File: src/rtl/drive_arbiter_if.sv
// Drive arbiter bus: mode-select flags, the two command sources and the
// arbitrated wheel speeds and status returned to the rest of the system.
interface drive_arbiter_if;
    logic              manual_on;
    logic              auto_on;
    logic              man_valid;
    logic signed [7:0] man_left;
    logic signed [7:0] man_right;
    logic              auto_valid;
    logic signed [7:0] auto_left;
    logic signed [7:0] auto_right;
    logic signed [7:0] left_speed;
    logic signed [7:0] right_speed;
    logic [1:0]        active_src;
    logic              timeout;
    logic              switching;

    // Mode selection and command sources
    modport master (
        output manual_on, auto_on,
        output man_valid, man_left, man_right,
        output auto_valid, auto_left, auto_right,
        input  left_speed, right_speed, active_src, timeout, switching
    );

    // Arbiter side
    modport slave (
        input  manual_on, auto_on,
        input  man_valid, man_left, man_right,
        input  auto_valid, auto_left, auto_right,
        output left_speed, right_speed, active_src, timeout, switching
    );
endinterface

File: src/rtl/drive_arbiter.sv
// Drive arbiter: picks the manual or autonomous speed source, forces a brake
// dwell on every mode change, runs a per-source command watchdog and
// slew-limits both wheel speeds toward their targets.
module drive_arbiter #(
    parameter int TIMEOUT_CYCLES = 5_000_000,
    parameter int SWITCH_CYCLES  = 2_500_000,
    parameter int RAMP_DIV       = 50_000,
    parameter int STEP           = 4
) (
    input logic            clk,
    input logic            rst_n,
    drive_arbiter_if.slave bus
);
    typedef enum logic [1:0] {ST_STOP, ST_MANUAL, ST_AUTO, ST_SWITCH} state_t;

    localparam logic [1:0]        SRC_NONE   = 2'b00;
    localparam logic [1:0]        SRC_MAN    = 2'b01;
    localparam logic [1:0]        SRC_AUTO   = 2'b10;
    localparam logic [1:0]        SRC_SWITCH = 2'b11;
    localparam logic [31:0]       TO_LAST    = 32'(TIMEOUT_CYCLES - 1);
    localparam logic [31:0]       SW_LAST    = 32'(SWITCH_CYCLES - 1);
    localparam logic [31:0]       DIV_LAST   = 32'(RAMP_DIV - 1);
    localparam logic signed [8:0] STEP_W     = 9'(STEP);
    localparam logic signed [7:0] STEP_B     = 8'(STEP);

    state_t            state_q;
    logic [31:0]       sw_cnt_q;
    logic [31:0]       wd_cnt_q;
    logic [31:0]       div_cnt_q;
    logic signed [7:0] tgt_l_q, tgt_r_q;
    logic signed [7:0] left_q, right_q;
    logic signed [7:0] left_d, right_d;
    logic [1:0]        src_q;
    logic              timeout_q;
    logic              switching_q;

    logic              req_man, req_auto;
    logic              mode_lost;
    logic              sel_valid;
    logic signed [7:0] sel_left, sel_right;
    logic              ramp_pulse;
    logic              outs_zero;

    // Move one ramp step toward the target; the 9-bit difference cannot wrap
    // and the final partial step lands exactly on the target.
    function automatic logic signed [7:0] ramp_step(input logic signed [7:0] cur,
                                                    input logic signed [7:0] tgt);
        logic signed [8:0] diff;
        diff = $signed({tgt[7], tgt}) - $signed({cur[7], cur});
        if (diff > STEP_W)
            return cur + STEP_B;
        else if (diff < -STEP_W)
            return cur - STEP_B;
        else
            return tgt;
    endfunction

    assign req_man    = bus.manual_on & ~bus.auto_on;
    assign req_auto   = bus.auto_on & ~bus.manual_on;
    assign ramp_pulse = (div_cnt_q == DIV_LAST);
    assign outs_zero  = (left_q == 8'sd0) && (right_q == 8'sd0);

    // Route the currently selected source; the other source is simply dropped
    always_comb begin
        mode_lost = 1'b0;
        sel_valid = 1'b0;
        sel_left  = '0;
        sel_right = '0;
        if (state_q == ST_MANUAL) begin
            mode_lost = ~req_man;
            sel_valid = bus.man_valid;
            sel_left  = bus.man_left;
            sel_right = bus.man_right;
        end else if (state_q == ST_AUTO) begin
            mode_lost = ~req_auto;
            sel_valid = bus.auto_valid;
            sel_left  = bus.auto_left;
            sel_right = bus.auto_right;
        end
    end

    // Mode FSM with target latch, watchdog and brake-dwell counter
    always_ff @(posedge clk or negedge rst_n) begin
        if (!rst_n) begin
            state_q     <= ST_STOP;
            sw_cnt_q    <= '0;
            wd_cnt_q    <= '0;
            tgt_l_q     <= '0;
            tgt_r_q     <= '0;
            src_q       <= SRC_NONE;
            timeout_q   <= 1'b0;
            switching_q <= 1'b0;
        end else begin
            case (state_q)
                ST_STOP: begin
                    tgt_l_q   <= '0;
                    tgt_r_q   <= '0;
                    timeout_q <= 1'b0;
                    if (req_man || req_auto) begin
                        state_q     <= ST_SWITCH;
                        sw_cnt_q    <= '0;
                        src_q       <= SRC_SWITCH;
                        switching_q <= 1'b1;
                    end
                end
                ST_MANUAL, ST_AUTO: begin
                    if (mode_lost) begin
                        state_q     <= ST_SWITCH;
                        sw_cnt_q    <= '0;
                        tgt_l_q     <= '0;
                        tgt_r_q     <= '0;
                        timeout_q   <= 1'b0;
                        src_q       <= SRC_SWITCH;
                        switching_q <= 1'b1;
                    end else if (sel_valid) begin
                        tgt_l_q   <= sel_left;
                        tgt_r_q   <= sel_right;
                        wd_cnt_q  <= '0;
                        timeout_q <= 1'b0;
                    end else begin
                        // Counter saturates once the source is declared dead
                        if (wd_cnt_q <= TO_LAST)
                            wd_cnt_q <= wd_cnt_q + 32'd1;
                        if (wd_cnt_q >= TO_LAST) begin
                            timeout_q <= 1'b1;
                            tgt_l_q   <= '0;
                            tgt_r_q   <= '0;
                        end
                    end
                end
                default: begin
                    // Brake dwell: destination is whatever is requested at exit
                    tgt_l_q <= '0;
                    tgt_r_q <= '0;
                    if (sw_cnt_q < SW_LAST)
                        sw_cnt_q <= sw_cnt_q + 32'd1;
                    if ((sw_cnt_q >= SW_LAST) && outs_zero) begin
                        switching_q <= 1'b0;
                        wd_cnt_q    <= '0;
                        if (req_man) begin
                            state_q <= ST_MANUAL;
                            src_q   <= SRC_MAN;
                        end else if (req_auto) begin
                            state_q <= ST_AUTO;
                            src_q   <= SRC_AUTO;
                        end else begin
                            state_q <= ST_STOP;
                            src_q   <= SRC_NONE;
                        end
                    end
                end
            endcase
        end
    end

    // Next output values: step toward the targets only on divider pulses
    always_comb begin
        left_d  = left_q;
        right_d = right_q;
        if (ramp_pulse) begin
            left_d  = ramp_step(left_q, tgt_l_q);
            right_d = ramp_step(right_q, tgt_r_q);
        end
    end

    // Free-running ramp divider and registered speed outputs
    always_ff @(posedge clk or negedge rst_n) begin
        if (!rst_n) begin
            div_cnt_q <= '0;
            left_q    <= '0;
            right_q   <= '0;
        end else begin
            div_cnt_q <= ramp_pulse ? 32'd0 : div_cnt_q + 32'd1;
            left_q    <= left_d;
            right_q   <= right_d;
        end
    end

    assign bus.left_speed  = left_q;
    assign bus.right_speed = right_q;
    assign bus.active_src  = src_q;
    assign bus.timeout     = timeout_q;
    assign bus.switching   = switching_q;
endmodule

File: src/flat_wrapper.sv
// flat-port wrapper written by rule: the top's interface ports become plain ports
module drive_arbiter_flat 
#(
    parameter int TIMEOUT_CYCLES = 5_000_000,
    parameter int SWITCH_CYCLES  = 2_500_000,
    parameter int RAMP_DIV       = 50_000,
    parameter int STEP           = 4
)
  (clk, rst_n, bus_manual_on, bus_auto_on, bus_man_valid, bus_man_left, bus_man_right, bus_auto_valid, bus_auto_left, bus_auto_right, bus_left_speed, bus_right_speed, bus_active_src, bus_timeout, bus_switching);
  drive_arbiter_if bus_i ();
  input logic clk;
  input logic rst_n;
  input wire logic [$bits(bus_i.manual_on)-1:0] bus_manual_on;
  input wire logic [$bits(bus_i.auto_on)-1:0] bus_auto_on;
  input wire logic [$bits(bus_i.man_valid)-1:0] bus_man_valid;
  input wire logic [$bits(bus_i.man_left)-1:0] bus_man_left;
  input wire logic [$bits(bus_i.man_right)-1:0] bus_man_right;
  input wire logic [$bits(bus_i.auto_valid)-1:0] bus_auto_valid;
  input wire logic [$bits(bus_i.auto_left)-1:0] bus_auto_left;
  input wire logic [$bits(bus_i.auto_right)-1:0] bus_auto_right;
  output wire logic [$bits(bus_i.left_speed)-1:0] bus_left_speed;
  output wire logic [$bits(bus_i.right_speed)-1:0] bus_right_speed;
  output wire logic [$bits(bus_i.active_src)-1:0] bus_active_src;
  output wire logic [$bits(bus_i.timeout)-1:0] bus_timeout;
  output wire logic [$bits(bus_i.switching)-1:0] bus_switching;
  assign bus_i.manual_on = bus_manual_on;
  assign bus_i.auto_on = bus_auto_on;
  assign bus_i.man_valid = bus_man_valid;
  assign bus_i.man_left = bus_man_left;
  assign bus_i.man_right = bus_man_right;
  assign bus_i.auto_valid = bus_auto_valid;
  assign bus_i.auto_left = bus_auto_left;
  assign bus_i.auto_right = bus_auto_right;
  assign bus_left_speed = bus_i.left_speed;
  assign bus_right_speed = bus_i.right_speed;
  assign bus_active_src = bus_i.active_src;
  assign bus_timeout = bus_i.timeout;
  assign bus_switching = bus_i.switching;
  drive_arbiter #(.TIMEOUT_CYCLES(TIMEOUT_CYCLES), .SWITCH_CYCLES(SWITCH_CYCLES), .RAMP_DIV(RAMP_DIV), .STEP(STEP)) u_core (.clk(clk), .rst_n(rst_n), .bus(bus_i));
endmodule
File: config.mk
export PLATFORM = sky130hd
export DESIGN_NAME = drive_arbiter_flat
export DESIGN_NICKNAME = d
export VERILOG_FILES = /design/src/rtl/drive_arbiter_if.sv /design/src/rtl/drive_arbiter.sv /design/src/flat_wrapper.sv
export SDC_FILE = /design/constraint.sdc
export NUM_CORES = 1
export LEC_CHECK = 0
export CAP_MARGIN = 20
export CORE_ASPECT_RATIO = 0.8
export CORE_MARGIN = 2
export CORE_UTILIZATION = 59
export CTS_CLUSTER_DIAMETER = 120
export CTS_CLUSTER_SIZE = 10
export DETAILED_ROUTE_END_ITERATION = 7
export GPL_TIMING_DRIVEN = 0
export PLACE_DENSITY = 0.8
export SLEW_MARGIN = 20
export SYNTH_ARGS = -nofsm -noshare
export SYNTH_HDL_FRONTEND = slang
export SYNTH_SLANG_ARGS = --single-unit
File: constraint.sdc
create_clock -name clk -period 4.17 [get_ports clk]
set_input_delay 0.834 -clock clk [delete_from_list [all_inputs] [get_ports clk]]
set_output_delay 0.834 -clock clk [all_outputs]
set_load 0.01 [all_outputs]
# After elaboration in Yosys (flattened, before gate mapping)
# Index checks and enable logic that the tools add are counted.
# word_totals
reg_bits,132
inputBits,38
out_inout_bits,20
word_cells,100
# classes
n_addsub,9
order_cmp,8
eq_ne,8
n_mux,43
n_bitwise,7
n_reduce_logical,15
# ops
cell,n
two-way mux 32 bit,8
one-hot mux 32 bit (2 select lines),2
two-way mux 8 bit,15
"adder 32 x 1 -> 32 bit, second input constant",3
"== test 32 x 16 -> 1 bit, second input constant",1
">= comparator 32 x 22 -> 1 bit, second input constant",1
">= comparator 32 x 23 -> 1 bit, second input constant",1
"<= comparator 32 x 23 -> 1 bit, second input constant",1
"< comparator 32 x 22 -> 1 bit, second input constant",1
"> comparator 9 x 4 -> 1 bit, second input constant",2
"< comparator 9 x 3 -> 1 bit, second input constant",2
subtractor 8 x 8 -> 9 bit,2
"adder 8 x 4 -> 8 bit, second input constant",2
zero test 8 bit,2
"subtractor 8 x 4 -> 8 bit, second input constant",2
two-way mux 1 bit,10
two-way mux 2 bit,5
AND reduction 3 bit,2
nonzero test 3 bit,2
NOT 1 bit,5
"inequality test 2 x 1 -> 1 bit, second input constant",2
"inequality test 4 x 1 -> 1 bit, second input constant",1
one-hot mux 1 bit (2 select lines),2
one-hot mux 2 bit (2 select lines),1
other kinds (12),15

# Longest topological paths before layout
# Gate-level depths: netlist of the first run.
# depth
depth_word,7
mapped_depth,13
depth_no_buf,12

# Least setup slack after synthesis of the first run
# OpenSTA, ideal clock, no wires.
# synth_timing
path_type,reg2reg
from,"register u_core.left_q[4], in the netlist u_core.bus.left_speed[4]"
to,"register u_core.left_q[0], in the netlist u_core.bus.left_speed[0]"
setup_time_ns,0.125
t_arrival_ns,3.239
required_time_ns,4.045
slack_ns,0.806
stages_incl_launch_ff,12
n_path_buf,1
period_less_slack_ns,3.364
cell_sequence,dfrtp_1 -> clkbuf_1 -> inv_1 -> ha_1 -> a21o_1 -> a31o_2 -> or3_1 -> a2111oi_0 -> a21boi_1 -> or2_2 -> nor2_1 -> mux2_2
# synth_between
elab_chain_cells,4
word_cells_on_any_way,5
classes_between,add/sub: 1; order compare: 2; mux: 2
# synth_rtl
item,line_no,rtl
from (decl),drive_arbiter.sv:31,"logic signed [7:0] left_q, right_q;"
from (signal assigned),drive_arbiter.sv:174,left_q <= left_d;
subtractor 8 x 8 -> 9 bit *,drive_arbiter.sv:49,"diff = $signed({tgt[7], tgt}) - $signed({cur[7], cur});"
< comparator 9 x 3 -> 1 bit,drive_arbiter.sv:52,else if (diff < -STEP_W)
two-way mux 8 bit,drive_arbiter.sv:52,
two-way mux 8 bit *,drive_arbiter.sv:50,if (diff > STEP_W)
# Every way passes the cells marked *; elsewhere a longest branch is shown, timed or not.
# A chain may end at the register's enable or synchronous reset.

# Worst setup path in the final report of the first run
# Same ends and word-level chain as after synthesis.

==> results of run 1 <==
## area by class of cell
class / instances / area share (%)
plain buffers: 29 / 1.27
clock buffers: 19 / 4.79
clock inverters: 12 / 1.93
inverters: 48 / 1.95
multi-input cells: 647 / 45.4
flip-flops and latches: 132 / 35.7
well taps: 175 / 2.37
repair buffers: 59 / 6.57
## worst paths after layout
kind	slack (ns)	startpoint	cells after the start	endpoint
min reg2reg	0.48	u_core.div_cnt_q[0]$_DFF_PN0_	1	u_core.div_cnt_q[0]$_DFF_PN0_
min in group clk	0.48	u_core.div_cnt_q[0]$_DFF_PN0_	1	u_core.div_cnt_q[0]$_DFF_PN0_
max	0.16	u_core.bus.left_speed[4]$_DFFE_PN0N_	11	u_core.bus.left_speed[0]$_DFFE_PN0P_
min	0.29	rst_n	1	u_core.bus.right_speed[5]$_DFFE_PN0N_
max in group asynchronous	3.14	rst_n	2	u_core.wd_cnt_q[4]$_DFFE_PN0P_
max reg2reg	0.16	u_core.bus.left_speed[4]$_DFFE_PN0N_	11	u_core.bus.left_speed[0]$_DFFE_PN0P_
## report_power, final
group          switching [W]  internal (W)
Sequential         0.0000540       0.00132
Combinational       0.000456      0.000259
Clock               0.000580       0.00101
## worst reg2reg max path: cells and delay by family, from the launching register on
family / cells / cell delay (ns)
flip-flops: 1 / 0.34
buffers and inverters: 2 / 0.47
adder cells (fa/ha/maj): 1 / 0.43
AO/OA/AOI/OAI: 5 / 1.65
AND/OR/NAND/NOR: 2 / 0.62
multiplexers: 1 / 0.38
## cell families after synthesis
kind of cell / count (synthesis) / synth area share [%]
compound gates: 199 / 17.5
simple gates: 345 / 22.6
xor+xnor: 60 / 6.75
flops: 132 / 42.4
mux: 9 / 1.22
fa+ha+maj: 34 / 5.66
buf+inv: 77 / 3.83
## per-stage QoR
step           total power, W  area, um2
2_1_floorplan         0.00186       7780
3_3_place_gp          0.00207       8570
3_5_place_dp          0.00210       8620
4_1_cts               0.00369       9240
5_1_grt               0.00386       9250
6_report              0.00369       9250
## sequential cells by signal, indices dropped and copies added, names as in the netlist, 2 cells and up
register	cells
u_core.tgt_l_q	8
u_core.div_cnt_q	32
u_core.tgt_r_q	8
u_core.sw_cnt_q	32
u_core.state_q	2
u_core.bus.left_speed	8
u_core.bus.right_speed	8
u_core.wd_cnt_q	32
## placed cells by master (no fill, tap or decap), types with 4 or more instances in the layout
cell type / instances
or3_1: 7
o31ai_1: 9
dfrtp_1: 132
clkbuf_16: 17
clkbuf_1: 26
bufinv_16: 4
mux2_2: 4
clkdlybuf4s50_1: 56
a22o_1: 5
and2_1: 11
nor2b_1: 18
and4_1: 5
nand4_1: 18
or4_1: 13
xnor2_1: 27
o21ai_0: 54
nor3b_1: 4
o22ai_1: 5
a21oi_1: 26
nand2b_1: 8
inv_1: 47
mux2i_1: 5
a211oi_1: 8
and3_1: 14
nand2_1: 65
nor4_1: 17
xor2_1: 33
a31oi_1: 12
a21o_1: 8
nand3_1: 51
ha_1: 32
a22oi_1: 18
nor3_1: 19
or2_2: 5
nor2_1: 81
o211ai_1: 5
## what timing repair did
action / CTS / global route
setup endpoints to repair: 1 / 1
hold buffers: 0 / 0
gates resized for setup: 1 / 2
## layer usage
metal,global-route usage (%),vias up,share of wire (%)
li1,-,3275,-
met1,38.4,3431,43
met2,47.6,253,49
met3,6.05,36,6.4
met4,7.60,0,1.6
met5,0,-,0
==> run metrics, run 1 <==
setup TNS 0 ns; Cells after Synth 856; crit share post-route 96.2%; clock root buffer clkbuf_16; post-DP HPWL 13.6 mm; NumNets Final 1006; max-cap viol count 0; Top delay family on crit path compound AO/OA/AOI/OAI gates; slew margin rel. 32.5%; Synth cell types 66; total grt overflow 0; Synth async-reset ratio 100%; Worst Skew 0.00926 ns; Site Rows 37; Post-Syn Area 7780 um2; max-slew violations 0; synth warn 0; synthesized net count 928; placed instance count 1090; Die ar. 14100 um2; worst vdd ir 0.381 mV; total track usage 28.6%; mean routed wirelength per cell 17.4 um; global-route wire length before repair 32.7 mm; pin count of the biggest net entering global routing 88; CTS clk-pin slew, worst paths 0.06 ns; Critical Path Sink Type flip-flop; register cell area after layout 3300 um2; crit-path cells clkbuf_1, inv_1, ha_1, a21o_1, a31o_2, o2111a_1, a2111oi_1, a21boi_1, or2_2, nor2_1, mux2_2; most frequent cell after synthesis dfrtp_1; Clock Tree Buf Depth 2; H-tree depth 4; share of cells above drive strength 1 5.60%; Vias 6995; Post-synth EDFFs 0; # IOs 58; Residual DRC 0; CP max-delay cell a2111oi_1; Yosys top cell area share 42.4%; final hold vios 0; Post-synth top cells 132 x dfrtp_1, 81 x nor2_1, 65 x nand2_1; Final Util 71.9%; outcome finished, final reports clean; CTS sink count 132; RSZ-0062 raised after global routing false; setup ws final 0.160 ns; Lkg Pwr 4.04 nW; Pre-antenna DRT Iters 6; Starting Density 60.5%; antenna-violating nets left 0; TritonCTS Buffers 17; IO Port Bufs 57; area leader, netlist dfrtp_1; Iteration-0 DRC Markers 638; Seq/Total Area, Yosys 42.4%; Worst path max stage delay 0.54 ns; vias per std cell 6.24; crit path kind flip-flop to flip-flop; Post-CTS Setup Bufs 0; final WL 19.5 mm; CTS tree done; n_diodes 0; core area 12900 um2; Die Wd 132 um; FMAX 0.249 GHz; Power per Cell Area 399 nW/um2; synth top area cells dfrtp_1 42%, ha_1 5.1%, nor2_1 3.9%; die height 107 um; CP arrival 4.30 ns; predominant post-synthesis flop cell dfrtp_1; CP max FO 9; CP Buf/Inv Count 2; vias in the first global route 6782; initial antenna violation count 0; Min Hold Slack 0.295 ns; RD Place Congestion 0.901; final setup vio count 0; # fillers 947; Synth Register Bits 132; Place WS 0.292 ns; Post-Layout Cell Count 1121; CP Launch Type flip-flop; mean post-synth cell area 9.09 um2; multi-input logic area 4200 um2; Data required, critical path 4.46 ns; min cycle time layout 4.01 ns; worst-margin pin slew 1.01 ns; Skew-Pair Late Insertion Delay 0.42 ns; Hold Crit Class input port to async pin; area delta synth->final 18.9%
Power figures use the tool's default switching activity.
==> run 2: changes to the inputs <==
--- a/config.mk
+++ b/config.mk
@@ -5,6 +5,7 @@
 export SDC_FILE = /design/constraint.sdc
 export NUM_CORES = 1
 export LEC_CHECK = 0
+export ABC_CLOCK_PERIOD_IN_PS = 4170
 export CAP_MARGIN = 20
 export CORE_ASPECT_RATIO = 0.8
 export CORE_MARGIN = 2
==> results of run 2 <==
Final layout, timing and power as in run 1 (identical DEF).
==> run 3: changes to the inputs <==
--- a/config.mk
+++ b/config.mk
@@ -6,7 +6,6 @@
 export NUM_CORES = 1
 export LEC_CHECK = 0
 export ABC_CLOCK_PERIOD_IN_PS = 4170
-export CAP_MARGIN = 20
 export CORE_ASPECT_RATIO = 0.8
 export CORE_MARGIN = 2
 export CORE_UTILIZATION = 59
==> constraint.sdc (replaced) <==
create_clock -name clk -period 4.17 [get_ports clk]
set_input_delay 0.834 -clock clk [delete_from_list [all_inputs] [get_ports clk]]
set_output_delay 0.834 -clock clk [all_outputs]
set_load 0.1 [all_outputs]
==> results of run 3 <==
The final DEF is identical to that of run 1. Status: finished, final reports clean.
Main changes from that run: total power 0.00369 W -> 0.00375 W; worst IR drop on VDD 0.381 mV -> 0.400 mV
==> edit 1: new RTL, flow settings as in run 3 <==
Re-encode `state_t` (4 states) as one-hot, 4 bits wide.
--- a/src/rtl/drive_arbiter.sv
+++ b/src/rtl/drive_arbiter.sv
@@ -12,5 +12,5 @@
     drive_arbiter_if.slave bus
 );
-    typedef enum logic [1:0] {ST_STOP, ST_MANUAL, ST_AUTO, ST_SWITCH} state_t;
+    typedef enum logic [3:0] {ST_STOP = 4'b0001, ST_MANUAL = 4'b0010, ST_AUTO = 4'b0100, ST_SWITCH = 4'b1000} state_t;
 
     localparam logic [1:0]        SRC_NONE   = 2'b00;
Formal check against the unedited RTL: no difference found for any inputs over 10 cycles, from zero or initial values and one cycle with rst_n low; not proved beyond that.
==> edit 1 against run 3 <==
  * Core utilization is 0.23 points lower
  * Fmax is 7.3% higher
  * Global-route usage is 0.87 points lower
  * Final area hardly changed
  * Setup slack better by 0.27 ns
  * Wire length is 3.7% lower
  * Sequential cell count is 3 higher
  * Highest routed layer unchanged
  * Count of clock-buffer cells in the layout is 2 higher
  * Largest cell class unchanged
  * Synthesized cell count is 1.1% higher
  * Area after synthesis is 0.37% higher
  * Via count is 1.6% lower
Power is not compared: it rests on default switching activity, and its combinational part moved more than twofold at a synthesized area within 25%.
==> edit 1: results (changes against run 3) <==
<table>
<tr><th>Metric</th><th>Value</th></tr>
<tr><th colspan="2">Timing</th></tr>
<tr><td>Hold_ws</td><td>0.286 ns (-0.00872 ns)</td></tr>
<tr><td>Final setup skew</td><td>0.00967 ns (+0.000405 ns)</td></tr>
<tr><td>Max transition margin</td><td>0.217 (-0.108)</td></tr>
<tr><th colspan="2">Final layout</th></tr>
<tr><td>Non-clock buffer area fraction after layout</td><td>0.0789 (+0.000509)</td></tr>
<tr><td>Final std cells w/o fill</td><td>1130 (+0.80%)</td></tr>
<tr><td>Fraction of standard cell area in multi-input logic</td><td>0.451 (-0.00316)</td></tr>
<tr><td>Buffers outside the clock class</td><td>91 (+3.4%)</td></tr>
<tr><td>Count of multi-input gates</td><td>661 (+2.2%)</td></tr>
<tr><td>Final Cell Area</td><td>9260 um^2 (about the same)</td></tr>
<tr><th colspan="2">Worst setup path</th></tr>
<tr><td>Setup slack on the worst flop-to-flop path</td><td>0.43 ns (+0.27 ns)</td></tr>
<tr><td>Critical path fanouts, max</td><td>10 (+1)</td></tr>
<tr><th colspan="2">GRT</th></tr>
<tr><td>Met2 usage in global routing</td><td>0.422 (-0.0544)</td></tr>
<tr><td>Total global routing track utilization</td><td>0.277 (-0.00873)</td></tr>
<tr><td>Met1 capacity usage during global routing</td><td>0.410 (+0.0262)</td></tr>
<tr><td>Via count of the first global-routing pass</td><td>6449 (-4.9%)</td></tr>
<tr><td>Met3 Resource Use GR</td><td>0.0345 (-0.0260)</td></tr>
<tr><td>First-pass GRT wire length</td><td>31.7 mm (-3.1%)</td></tr>
<tr><th colspan="2">Status</th></tr>
<tr><td>Result of the run</td><td>finished clean</td></tr>
<tr><th colspan="2">Clock tree</th></tr>
<tr><td>Count of cells resized by post-cts repair</td><td>0 (-1)</td></tr>
<tr><th colspan="2">Yosys</th></tr>
<tr><td>Multiplexer share of the synthesized area</td><td>0.0123 (+0.000115)</td></tr>
<tr><td>Synthesized netlist net count</td><td>932 (+0.43%)</td></tr>
<tr><td>Synth cell types</td><td>70 (+6.1%)</td></tr>
<tr><td>Share of synthesized cell area in full adder, half adder and majority cells</td><td>0.0484 (-0.00822)</td></tr>
<tr><td>Sequential fraction of the synthesis area</td><td>0.433 (+0.00821)</td></tr>
<tr><td>Synth top area cells</td><td>dfrtp_1 (43%), o21ai_0 (4.9%), ha_1 (4.3%), nor2_1 (4.1%), xor2_1 (4.0%)</td></tr>
<tr><th colspan="2">Pwr</th></tr>
<tr><td>Overall power of the completed layout</td><td>just under 3 mW</td></tr>
<tr><th colspan="2">Route</th></tr>
<tr><td>Vias per cell</td><td>6.09 (-2.4%)</td></tr>
<tr><td>Total length of routed met3 wires</td><td>1.09 mm (-12%)</td></tr>
<tr><td>Routed wire length on met2</td><td>8.51 mm (-10%)</td></tr>
<tr><td>Total detailed-routing wirelength</td><td>18.8 mm (-3.7%)</td></tr>
<tr><td>Detailed router's first-iteration violation count</td><td>644 (+0.94%)</td></tr>
<tr><th colspan="2">Placed design</th></tr>
<tr><td>Detailed Place HPWL</td><td>12.9 mm (-5.0%)</td></tr>
</table>
-- edit 1: worst max-delay path by stage --
stage / startpoint / end / slack (ns) / cells past startpoint
3_5_place_dp: bus_auto_on / u_core.sw_cnt_q[12] / 0.21 / 8
4_1_cts: u_core.bus.left_speed[4] / u_core.bus.left_speed[0] / 0.51 / 11
6_report: u_core.bus.left_speed[4] / u_core.bus.left_speed[1] / 0.43 / 11
2_1_floorplan: u_core.bus.left_speed[4] / u_core.bus.left_speed[0] / 0.36 / 11
3_3_place_gp: rst_n / u_core.sw_cnt_q[4] / -3.06 / 1
5_1_grt: u_core.bus.left_speed[4] / u_core.bus.left_speed[1] / 0.11 / 11
-- edit 1: worst max-delay path, cell delays in order, from the launching register on --
cell	delay, ns
dfrtp_1	0.35
clkbuf_1	0.36
inv_1	0.15
ha_1	0.31
clkbuf_1	0.18
a21o_1	0.23
a21o_1	0.19
o311ai_0	0.53
a41oi_2	0.41
or2_1	0.37
nor2_1	0.17
mux2_2	0.36
==> edit 2: new RTL, flow settings as in run 3 <==
Without the edit above. `TIMEOUT_CYCLES` is set to 5_000_000 in 2 places; all go to 2_500_000.
--- a/src/rtl/drive_arbiter.sv
+++ b/src/rtl/drive_arbiter.sv
@@ -3,5 +3,5 @@
 // slew-limits both wheel speeds toward their targets.
 module drive_arbiter #(
-    parameter int TIMEOUT_CYCLES = 5_000_000,
+    parameter int TIMEOUT_CYCLES = 2_500_000,
     parameter int SWITCH_CYCLES  = 2_500_000,
     parameter int RAMP_DIV       = 50_000,
--- a/src/flat_wrapper.sv
+++ b/src/flat_wrapper.sv
@@ -2,5 +2,5 @@
 module drive_arbiter_flat 
 #(
-    parameter int TIMEOUT_CYCLES = 5_000_000,
+    parameter int TIMEOUT_CYCLES = 2_500_000,
     parameter int SWITCH_CYCLES  = 2_500_000,
     parameter int RAMP_DIV       = 50_000,
Check against the original RTL: same outputs for any inputs over 10 cycles, from zero or initial values and one cycle with rst_n low; that may be too few to reach the edited logic, so the function may still have changed.
==> edit 2 against run 3 <==
  * Final area fell by 0.41%
  * Final cell count barely moved
  * Sequential cell count unchanged
  * Synthesized cell count grew 0.12%
  * Setup slack improved by 0.60 ns
  * Fmax rose by 18%
  * Total power grew 1.5%
  * Wire length decreased by 6.9%
  * Area after synthesis decreased by 0.13%
  * Die area shrank 0.13%
  * Core utilization down 0.29 points
  * Critical path depth rose by 1
  * Highest routed layer unchanged
==> edit 2: results (changes against run 3) <==
<table>
<tr><th>Metric</th><th>Value</th></tr>
<tr><th colspan="2">Timing</th></tr>
<tr><td>Final setup skew</td><td>0.0166 ns (+0.00731 ns)</td></tr>
<tr><td>Max transition margin</td><td>0.337 (+0.0119)</td></tr>
<tr><td>Hold_ws</td><td>0.354 ns (+0.0589 ns)</td></tr>
<tr><th colspan="2">Yosys</th></tr>
<tr><td>Share of flip-flops with an asynchronous set or reset</td><td>1.00 (unchanged)</td></tr>
<tr><td>Most used standard cells in the synthesized netlist</td><td>dfrtp_1 (132), nor2_1 (86), nand2_1 (79)</td></tr>
<tr><td>Synthesized netlist net count</td><td>929 (+0.11%)</td></tr>
<tr><td>Synth top area cells</td><td>dfrtp_1 (42%), ha_1 (5.2%), xnor2_1 (4.3%), nor2_1 (4.2%), nand2_1 (3.8%)</td></tr>
<tr><td>Sequential fraction of the synthesis area</td><td>0.425 (+0.000546)</td></tr>
<tr><th colspan="2">Pwr</th></tr>
<tr><td>Internal power of the cells</td><td>2.60 mW (about the same)</td></tr>
<tr><td>Logic gate share of total power</td><td>0.226 (+0.019)</td></tr>
<tr><td>Share of total power consumed by net switching</td><td>0.317 (+0.00983)</td></tr>
<tr><td>Maximum resistive drop on vdd</td><td>0.000389 V (-2.7%)</td></tr>
<tr><th colspan="2">Worst setup path</th></tr>
<tr><td>Setup slack on the worst flop-to-flop path</td><td>0.76 ns (+0.60 ns)</td></tr>
<tr><td>Critical path fanouts, max</td><td>10 (+1)</td></tr>
<tr><td>Slowest cell on crit path</td><td>o31ai_4</td></tr>
<tr><td>Max stage delay on crit path</td><td>0.50 ns (-0.04 ns)</td></tr>
<tr><th colspan="2">Final layout</th></tr>
<tr><td>Share of cells above drive strength 1</td><td>0.0591 (+0.00311)</td></tr>
<tr><td>Filler instances</td><td>1000 (+5.6%)</td></tr>
<tr><th colspan="2">Placed design</th></tr>
<tr><td>Detailed Place HPWL</td><td>12.7 mm (-6.9%)</td></tr>
<tr><td>Routability Congestion</td><td>0.887 (-1.5%)</td></tr>
<tr><th colspan="2">Status</th></tr>
<tr><td>Result of the run</td><td>finished clean</td></tr>
<tr><th colspan="2">Hold path</th></tr>
<tr><td>Type of the tightest min-delay check</td><td>in -&gt; async</td></tr>
<tr><th colspan="2">GRT</th></tr>
<tr><td>Via count of the first global-routing pass</td><td>6585 (-2.9%)</td></tr>
<tr><td>Largest net degree at the start of global routing</td><td>74 (-16%)</td></tr>
<tr><td>First-pass GRT wire length</td><td>31.2 mm (-4.7%)</td></tr>
<tr><th colspan="2">Route</th></tr>
<tr><td>Total detailed-routing wirelength</td><td>18.1 mm (-6.9%)</td></tr>
<tr><td>Detailed router's first-iteration violation count</td><td>621 (-2.7%)</td></tr>
<tr><td>Vias</td><td>6764 (-3.3%)</td></tr>
<tr><th colspan="2">Clock tree</th></tr>
<tr><td>Count of cells resized by post-cts repair</td><td>0 (-1)</td></tr>
</table>
## edit 2: cell families after synthesis
group	count (synthesis)	share of synthesized area
fa+ha+maj	34	0.0567
flops	132	0.425
compound gates	203	0.173
xor+xnor	58	0.0653
buf+inv	68	0.0372
mux	12	0.0163
simple gates	350	0.227
## edit 2: path summary, 6_finish.rpt
| check | from | end | cells after the start |
|---|---|---|---|
| hold reg to reg | u_core.div_cnt_q[21] | u_core.div_cnt_q[21] | 1 |
| max in group asynchronous | rst_n | u_core.sw_cnt_q[27] | 2 |
| setup / recovery | u_core.tgt_r_q[0] | u_core.bus.right_speed[1] | 12 |
| hold / removal | rst_n | u_core.bus.right_speed[6] | 1 |
| setup reg to reg | u_core.tgt_r_q[0] | u_core.bus.right_speed[1] | 12 |
| min in group clk | u_core.div_cnt_q[21] | u_core.div_cnt_q[21] | 1 |
## edit 2: metrics by stage
stage	TNS [ns]	cells	area, um^2	worst slack [ns]
after floorplan	0	857	7770	0.468
after global placement	-379.63	1089	8560	-2.89
after detailed placement	0	1090	8600	0.752
after CTS	0	1122	9220	0.786
after global routing	0	1122	9220	0.498
final	0	1122	9220	0.764
## edit 2: cell type report
class	instances	area [um^2]	area share
buffer	28	134	0.0145
clock buffer	22	474	0.0515
clock inverter	10	145	0.0158
inverter	40	155	0.0168
multi-input combinational	657	4180	0.454
sequential	132	3300	0.358
tap	175	219	0.0238
timing repair buffer	58	603	0.0654
## edit 2: metal layers
layer,vias up,part of all wire,track usage
met1,3252,0.46,0.381
met4,0,0.016,0.0968
met5,-,0,0
met2,232,0.46,0.427
li1,3251,-,-
met3,29,0.060,0.0454
